<file path="config.mk">
export PLATFORM = sky130hd
export DESIGN_NAME = snap_to_int_vec
export DESIGN_NICKNAME = d
export VERILOG_FILES = /design/src/rtl/snap_to_int_vec.sv
export SDC_FILE = /design/constraint.sdc
export NUM_CORES = 1
export LEC_CHECK = 0
export ABC_AREA = 1
export CAP_MARGIN = 25
export CELL_PAD_IN_SITES_DETAIL_PLACEMENT = 1
export CELL_PAD_IN_SITES_GLOBAL_PLACEMENT = 1
export CORE_ASPECT_RATIO = 0.9
export CORE_UTILIZATION = 37
export CTS_CLUSTER_SIZE = 20
export DETAILED_ROUTE_END_ITERATION = 10
export PLACE_DENSITY_LB_ADDON = 0.2
export SYNTH_ARGS = -nofsm -noshare
export SYNTH_HDL_FRONTEND = slang
export SYNTH_SLANG_ARGS = --single-unit
</file>
<file path="constraint.sdc">
create_clock -name clk -period 2.1 [get_ports clk]
set_clock_uncertainty 0.2 [all_clocks]
set_input_delay 0.42 -clock clk [delete_from_list [all_inputs] [get_ports clk]]
set_output_delay 0.42 -clock clk [all_outputs]
set_load 0.005 [all_outputs]
</file>
<file path="src/rtl/snap_to_int_vec.sv">
// snap_to_int_vec
//   Converts CH signed fixed-point coordinates (IN_W bits, FRAC_W fraction
//   bits) to signed OUT_W-bit integers with a run-time rounding mode and
//   two-sided saturation. Two-stage elastic pipeline:
//     S1 holds the rounded-and-shifted value per channel,
//     S2 holds the saturated result plus per-channel clamp flags.
//   A debug counter tracks output handshakes carrying any saturation flag.
//
// Ports
//   clk, rst_n          clock, asynchronous active-low reset
//   in_valid/in_ready   input handshake, in_data = CH x IN_W, mode = 2 bits
//   out_valid/out_ready output handshake, out_data = CH x OUT_W, out_sat = CH
//   clr_count           synchronous clear of sat_count (wins over increment)
//   sat_count           saturating count of saturated output handshakes
//
// Handshake: a beat transfers on a rising edge where valid && ready. A
// producer holds valid and its data stable until the transfer; ready may
// depend combinationally on the consumer's ready (in_ready follows
// out_ready through both stages so a stalled pipe restarts without a bubble).
// out_data/out_sat stay stable while out_valid && !out_ready.
//
// Rounding modes (captured with the beat): 00 half-up, 01 floor,
// 10 half-even, 11 toward-zero.
module snap_to_int_vec #(
  parameter int IN_W   = 16,
  parameter int FRAC_W = 8,
  parameter int OUT_W  = 8,
  parameter int CH     = 4
) (
  input  logic                clk,
  input  logic                rst_n,
  input  logic                in_valid,
  output logic                in_ready,
  input  logic [CH*IN_W-1:0]  in_data,
  input  logic [1:0]          mode,
  output logic                out_valid,
  input  logic                out_ready,
  output logic [CH*OUT_W-1:0] out_data,
  output logic [CH-1:0]       out_sat,
  input  logic                clr_count,
  output logic [15:0]         sat_count
);

  // One guard bit above the input so x + bias cannot overflow.
  localparam int SW = IN_W + 1;
  // Width of the shifted (integer) result before saturation.
  localparam int RW = SW - FRAC_W;

  localparam logic [SW-1:0] HALF  = SW'(1) << (FRAC_W - 1);
  localparam logic [SW-1:0] FMASK = (SW'(1) << FRAC_W) - SW'(1);
  localparam logic [RW-1:0] MAXV  = RW'((1 << (OUT_W - 1)) - 1);
  localparam logic [RW-1:0] MINV  = ~MAXV;

  // Add the mode-dependent bias, then floor-divide by 2^FRAC_W.
  function automatic logic [RW-1:0] snap_sum(input logic [IN_W-1:0] v,
                                             input logic [1:0]      m);
    logic [SW-1:0] x;
    logic [SW-1:0] bias;
    logic [SW-1:0] s;
    x = {v[IN_W-1], v};
    case (m)
      2'b00:   bias = HALF;
      2'b01:   bias = '0;
      // Ties go up only when the integer part is odd, landing on even.
      2'b10:   bias = HALF - SW'(1) + SW'(x[FRAC_W]);
      // Negative values with any fraction move up by one: truncation.
      default: bias = x[SW-1] ? FMASK : '0;
    endcase
    s = x + bias;
    return RW'($signed(s) >>> FRAC_W);
  endfunction

  // Returns {clamped, value}.
  function automatic logic [OUT_W:0] clamp_ch(input logic [RW-1:0] r);
    if ($signed(r) > $signed(MAXV))      return {1'b1, MAXV[OUT_W-1:0]};
    else if ($signed(r) < $signed(MINV)) return {1'b1, MINV[OUT_W-1:0]};
    else                                 return {1'b0, r[OUT_W-1:0]};
  endfunction

  logic                    s1_valid;
  logic [CH-1:0][RW-1:0]   s1_r;
  logic [CH-1:0][RW-1:0]   s1_d;
  logic [CH*OUT_W-1:0]     s2_data_d;
  logic [CH-1:0]           s2_sat_d;
  logic                    s2_open;

  // S2 can take a beat when empty or when its beat leaves this cycle;
  // S1 can take a beat when empty or when its beat moves into S2.
  assign s2_open   = !out_valid || out_ready;
  assign in_ready  = !s1_valid || s2_open;

  always_comb begin
    s1_d      = '0;
    s2_data_d = '0;
    s2_sat_d  = '0;
    for (int c = 0; c < CH; c++) begin
      s1_d[c] = snap_sum(in_data[c*IN_W +: IN_W], mode);
      {s2_sat_d[c], s2_data_d[c*OUT_W +: OUT_W]} = clamp_ch(s1_r[c]);
    end
  end

  always_ff @(posedge clk or negedge rst_n) begin
    if (!rst_n) begin
      s1_valid  <= 1'b0;
      s1_r      <= '0;
      out_valid <= 1'b0;
      out_data  <= '0;
      out_sat   <= '0;
    end else begin
      if (in_ready) begin
        s1_valid <= in_valid;
        if (in_valid) s1_r <= s1_d;
      end
      if (s2_open) begin
        out_valid <= s1_valid;
        // Keep the last result when nothing new arrives.
        if (s1_valid) begin
          out_data <= s2_data_d;
          out_sat  <= s2_sat_d;
        end
      end
    end
  end

  always_ff @(posedge clk or negedge rst_n) begin
    if (!rst_n) begin
      sat_count <= '0;
    end else if (clr_count) begin
      sat_count <= '0;
    end else if (out_valid && out_ready && (|out_sat) && (sat_count != 16'hFFFF)) begin
      sat_count <= sat_count + 16'd1;
    end
  end

endmodule

</file>
### Yosys cells after proc, flatten, opt, wreduce, memory -nomap -nowiden

Cells that the tools add are included.

* register bits: 90
* bits in latches: 0
* bits in writable memories: 0
* ROM bits: 0
* input port bits: 71
* output and inout bits: 54
* logic and storage cells: 59
* memories kept: 0

* add/subtract/negate cells: 9
* $mul: 0
* divide/modulo/power cells: 0
* $lt $le $gt $ge: 8
* equal/unequal tests: 3
* shift-type cells: 0
* muxes and demuxes: 18
* bitwise logic cells: 0
* reduce and logical (&&, ||, !) cells: 12

Operator list (number)
* $pmux W8 S3: 4
* $mux W9: 8
* $add A17 B17 Y17: 4
* $gt A9 B8 Y1 const B: 4
* $lt A9 B8 Y1 const B: 4
* $add A7 B1 Y8 const A: 4
* $mux W16: 2
* $mux W8: 4
* $add A16 B1 Y16 const B: 1
* $ne A16 B16 Y1 const B: 1
* $reduce_and A2 Y1: 2
* $reduce_or A4 Y1: 1
* $logic_and A1 B1 Y1: 3
* $eq A2 B1 Y1 const B: 1
* $eq A2 B2 Y1 const B: 1
* $logic_not A1 Y1: 2
* $logic_not A2 Y1: 1
* $logic_or A1 B1 Y1: 2
* $reduce_bool A2 Y1: 1

### Longest topological paths before layout

* depth in word-level cells: 5
* depth in mapped cells: 14
* mapped depth without buffers: 14

### Worst setup path before layout

No wires, ideal clock.

* kind: input-to-reg
* start: in mode[1]
* end: reg s1_r[35] (netlist name)
* data arrival time: 1.849 ns
* setup slack: -0.069 ns
* stages on the path: 13
* path through: buf_4 inv_1 o21ai_0 nand2_1 ha_1 nand2_1 nor2_1 nor3b_1 nand2_1 nand2_2 nand2_2 o21ai_1 nand2_1

* word-level cells in the longest chain between the ends: 3
* elaborated cells on any way between the ends: 5

RTL lines
* start: declaration: line 35 `input logic [1:0] mode,`
* $eq A2 B2 Y1, or another cell as far along: line 61 `case (m)`
* $pmux W8 S3 (*): line 61
* $add A17 B17 Y17 (*): line 69 `s = x + bias;`
* end signal: assignment: line 105 `s1_r <= '0;`
* end signal: assignment: line 112 `if (in_valid) s1_r <= s1_d;`
* end: declaration: line 81 `logic [CH-1:0][RW-1:0] s1_r;`

Mark *: on every way between the ends. The rest lies on a longest branch, timed or not.
A chain may end at the register's enable or synchronous reset.

### Final worst setup path

* start: in in_data[63]
* end: reg s1_r[34] (netlist name)

* word-level cells in the longest chain between the ends: 3

RTL lines
* start: declaration: line 34 `input logic [CH*IN_W-1:0] in_data,`
* $mux W8: line 67 `default: bias = x[SW-1] ? FMASK : '0;`
* $pmux W8 S3: line 61
* $add A17 B17 Y17 (*): line 69

Marked as above.

==> results.cfg <==
[outcome]
run_status = completed

[final_layout]
drive_gt1_frac = 0.2128
seqCellArea_um2 = 2252
fin_cells = 1293
nFillCells = 1955
fin_util = 0.5821
nets = 1185
multi_input_area_um2 = 3915
areaGrowthSynthToFinish_pct = 52.74

[clock_network]
cts_buffers = 9
clock_latency_ns = 0.34
cts_tree = built
path_clk_slew_ns = 0.07
clock-sinks = 90
htreeDepth = 3
clockBufferDepth = 2
cts_root_buf = clkbuf_16

[routing]
drc_errors = 0
vias = 6479
routed_wl_um = 19720
detail-route-antenna-nets = 0
dr.pass1.iters = 4
dr.first_iter.drc_count = 182
routed_via_density = 5.011
wl_per_cell_um = 15.25

[sta]
min_period_ns = 2.078
fmax_mhz = 481.3
min_period_over_period = 0.9894
grt_setup_unrepaired = true
drv_slew = 0
hold_viol = 0
setup_viol = 0
tightest_slew_ns = 0.4362
slew_headroom = 0.7065

[critical_path]
rr_startpoint = sat_count[1]
crit_required_ns = 2.13
r2r-end = sat_count[3]
worst-path-stages = 13
worstPathMaxFanout = 7
crit_path_top_delay_cell = ha_4
timing.critical_path.slowest_cell_delay_ns = 0.28
arrival_ns = 2.11
critPathBufInv = 3
r2r_slack_ns = 0.21
worst-setup-path-type = in2reg
path_cells = dlygate4sd2_1 > nand3_4 > nand2_8 > ha_4 > nand2_4 > inv_1 > nand2_1 > nand2_1 > a21oi_2 > nand2_4 > buf_4 > a21oi_2 > nor2_1
cp-end-kind = flop
start_kind = input pin
endpoint = s1_r[34]
rr_worst_depth = 10
cp_top_family = simple AND/OR/NAND/NOR gates
crit_path_start = in_data[63]

[power]
power.leakage_uw = 0.004429
internal-power_uw = 4166
power_frac_comb = 0.357
total_power_uw = 6189
p_seq_frac = 0.380
power-per-cell-area_nw_per_um2 = 683.8
pwr-share-clk = 0.263
switchingPower_uw = 2023
peakVddDrop_mv = 0.5257
swShare = 0.3269

[yosys]
syn_area_um2 = 5926
ys_ff_latch = 90
synth_edf_count = 0
ys_seq_area_frac = 0.3801
synth_top_family_by_area = simple AND/OR/NAND/NOR gates
ys_types = 35
synthXorXnorAreaFrac = 0.008868
synth_ff_type = dfrtp_1
synth_compound_area_frac = 0.08699
synth-simple-area-share = 0.3841
netlist_instances = 871
synth_area_per_cell_um2 = 6.803
synth_fa_ha_area_frac = 0.06123
syn_nets = 971
yosys_warnings = 0
async_reset_ff_frac = 1.000
synthMuxAreaShare = 0

[global_routing]
grt_util_all_layers = 0.2482
antenna_found_initial = 1
grt_max_degree = 52
overflow = 0
grt_pass1_wl_um = 32590
grt_pass1_vias = 6861

[floorplan]
dieHeight_um = 122.1
die_area_um2 = 16530
start_util = 0.3811
ios = 125
core_area_um2 = 15550
dieWidth_um = 135.4
rows = 43

[placed_design]
io_buffers = 124
hpwl_um = 14810
dp.cells = 1256
gp_congestion = 0.8375

[worst_hold_path]
hp-class = in2async

[job]
cap_violations = 0
## state kept, by name (all words and copies together), names as in the netlist
name and count:
out_data 32, s1_valid 1, sat_count 16, out_valid 1, s1_r 36, out_sat 4
## cells in the mapped netlist, drive strengths merged, types with 7 or more instances
cell type,number,area [um2]
nor2,64,250.2
nand2,344,1319
clkbuf,7,26.28
inv,101,379.1
a21oi,33,165.2
nand3b,10,75.07
o21ai,50,265.3
nand3,78,390.4
dfrtp,90,2252
ha,29,362.9
buf,8,61.30
nor3,14,75.07
nand4,13,81.33
## cells by family after synthesis
family / after synthesis
flip-flops: 90
buffers and inverters: 116
AND/OR/NAND/NOR: 536
XOR/XNOR: 6
adder cells (fa/ha/maj): 29
AO/OA/AOI/OAI: 94
## how the worst min path moves through the flow
stage	start	cells past startpoint	to	slack [ns]
floorplan	rst_n	0	out_data[0]	-0.08
global placement	rst_n	1	out_data[17]	0.09
detailed placement	rst_n	1	out_data[17]	0.09
CTS	rst_n	2	out_data[17]	0.27
global route	rst_n	2	out_data[17]	0.29
finish	rst_n	2	out_data[17]	0.26
## stage by stage
stage          cell area [um2]  hold WS (ns)  setup WS, ns   TNS, ns
6_report                  9051        0.2638       0.02222         0
5_1_grt                   9051        0.2883      -0.07087   -0.3932
4_1_cts                   8763        0.2669     -0.007288  -0.01282
3_5_place_dp              8040       0.09167       -0.8428    -27.31
3_3_place_gp              8040       0.09329       -0.7823    -25.38
2_1_floorplan             6072      -0.07559      0.009527         0
## final cells by class
| cell class | instances | share of cell area |
|---|---|---|
| antenna | 1 | 0.0002765 |
| clock buffer | 10 | 0.02530 |
| clock inverter | 6 | 0.007188 |
| inverter | 101 | 0.04244 |
| multi-input combinational | 665 | 0.4325 |
| sequential | 90 | 0.2488 |
| tap | 202 | 0.02792 |
| timing repair buffer | 218 | 0.2155 |
## placed cells by master (no fill, tap or decap), drive strengths merged
master         instances
nor3b                  3
clkdlybuf4s15          2
dfrtp                 90
nand3                 78
o21bai                 3
buf                   97
o31ai                  1
nand2                344
clkinv                 3
nand4                 13
clkdlybuf4s50        112
xor2                   6
nor3                  14
a21oi                 33
clkinvlp               1
or2                    1
dlygate4sd3            1
o21ai                 50
nor2                  64
bufinv                 1
ha                    29
and2                   4
o22ai                  2
clkbuf                13
and3                   1
dlygate4sd2            3
nor4                   1
diode                  1
inv                  102
a22oi                  5
nand2b                 3
nand3b                10
## power by group through the flow
stage	clock network [uW]	logic, uW	registers, uW
6_report	1630	2210	2350
5_1_grt	1710	2460	2390
4_1_cts	1660	2130	2350
3_5_place_dp	0	2020	2380
3_3_place_gp	0	1960	2360
2_1_floorplan	0	850	2330
## worst register-to-register path: cells and delay by family (launching register included)
kind / cells / cell delay [ns]
AO/OA/AOI/OAI: 1 / 0.11
adder cells (fa/ha/maj): 1 / 0.25
buffers and inverters: 2 / 0.28
flip-flops: 1 / 0.42
AND/OR/NAND/NOR: 6 / 0.56
## layer usage
metal | share of wire | track usage
met5 | 0 | 0
met4 | 0.0082 | 0.04635
met3 | 0.031 | 0.03371
met2 | 0.50 | 0.4458
met1 | 0.46 | 0.3180
## repair_timing
action,CTS,global route
hold buffers,1,0
cloned,0,0
pin swaps,20,28
setup buffers,10,9
endpoints found under the hold margin,13,0
setup endpoints to repair,37,35
resized for setup,70,68
No activity file was read; power rests on OpenSTA's default activity.
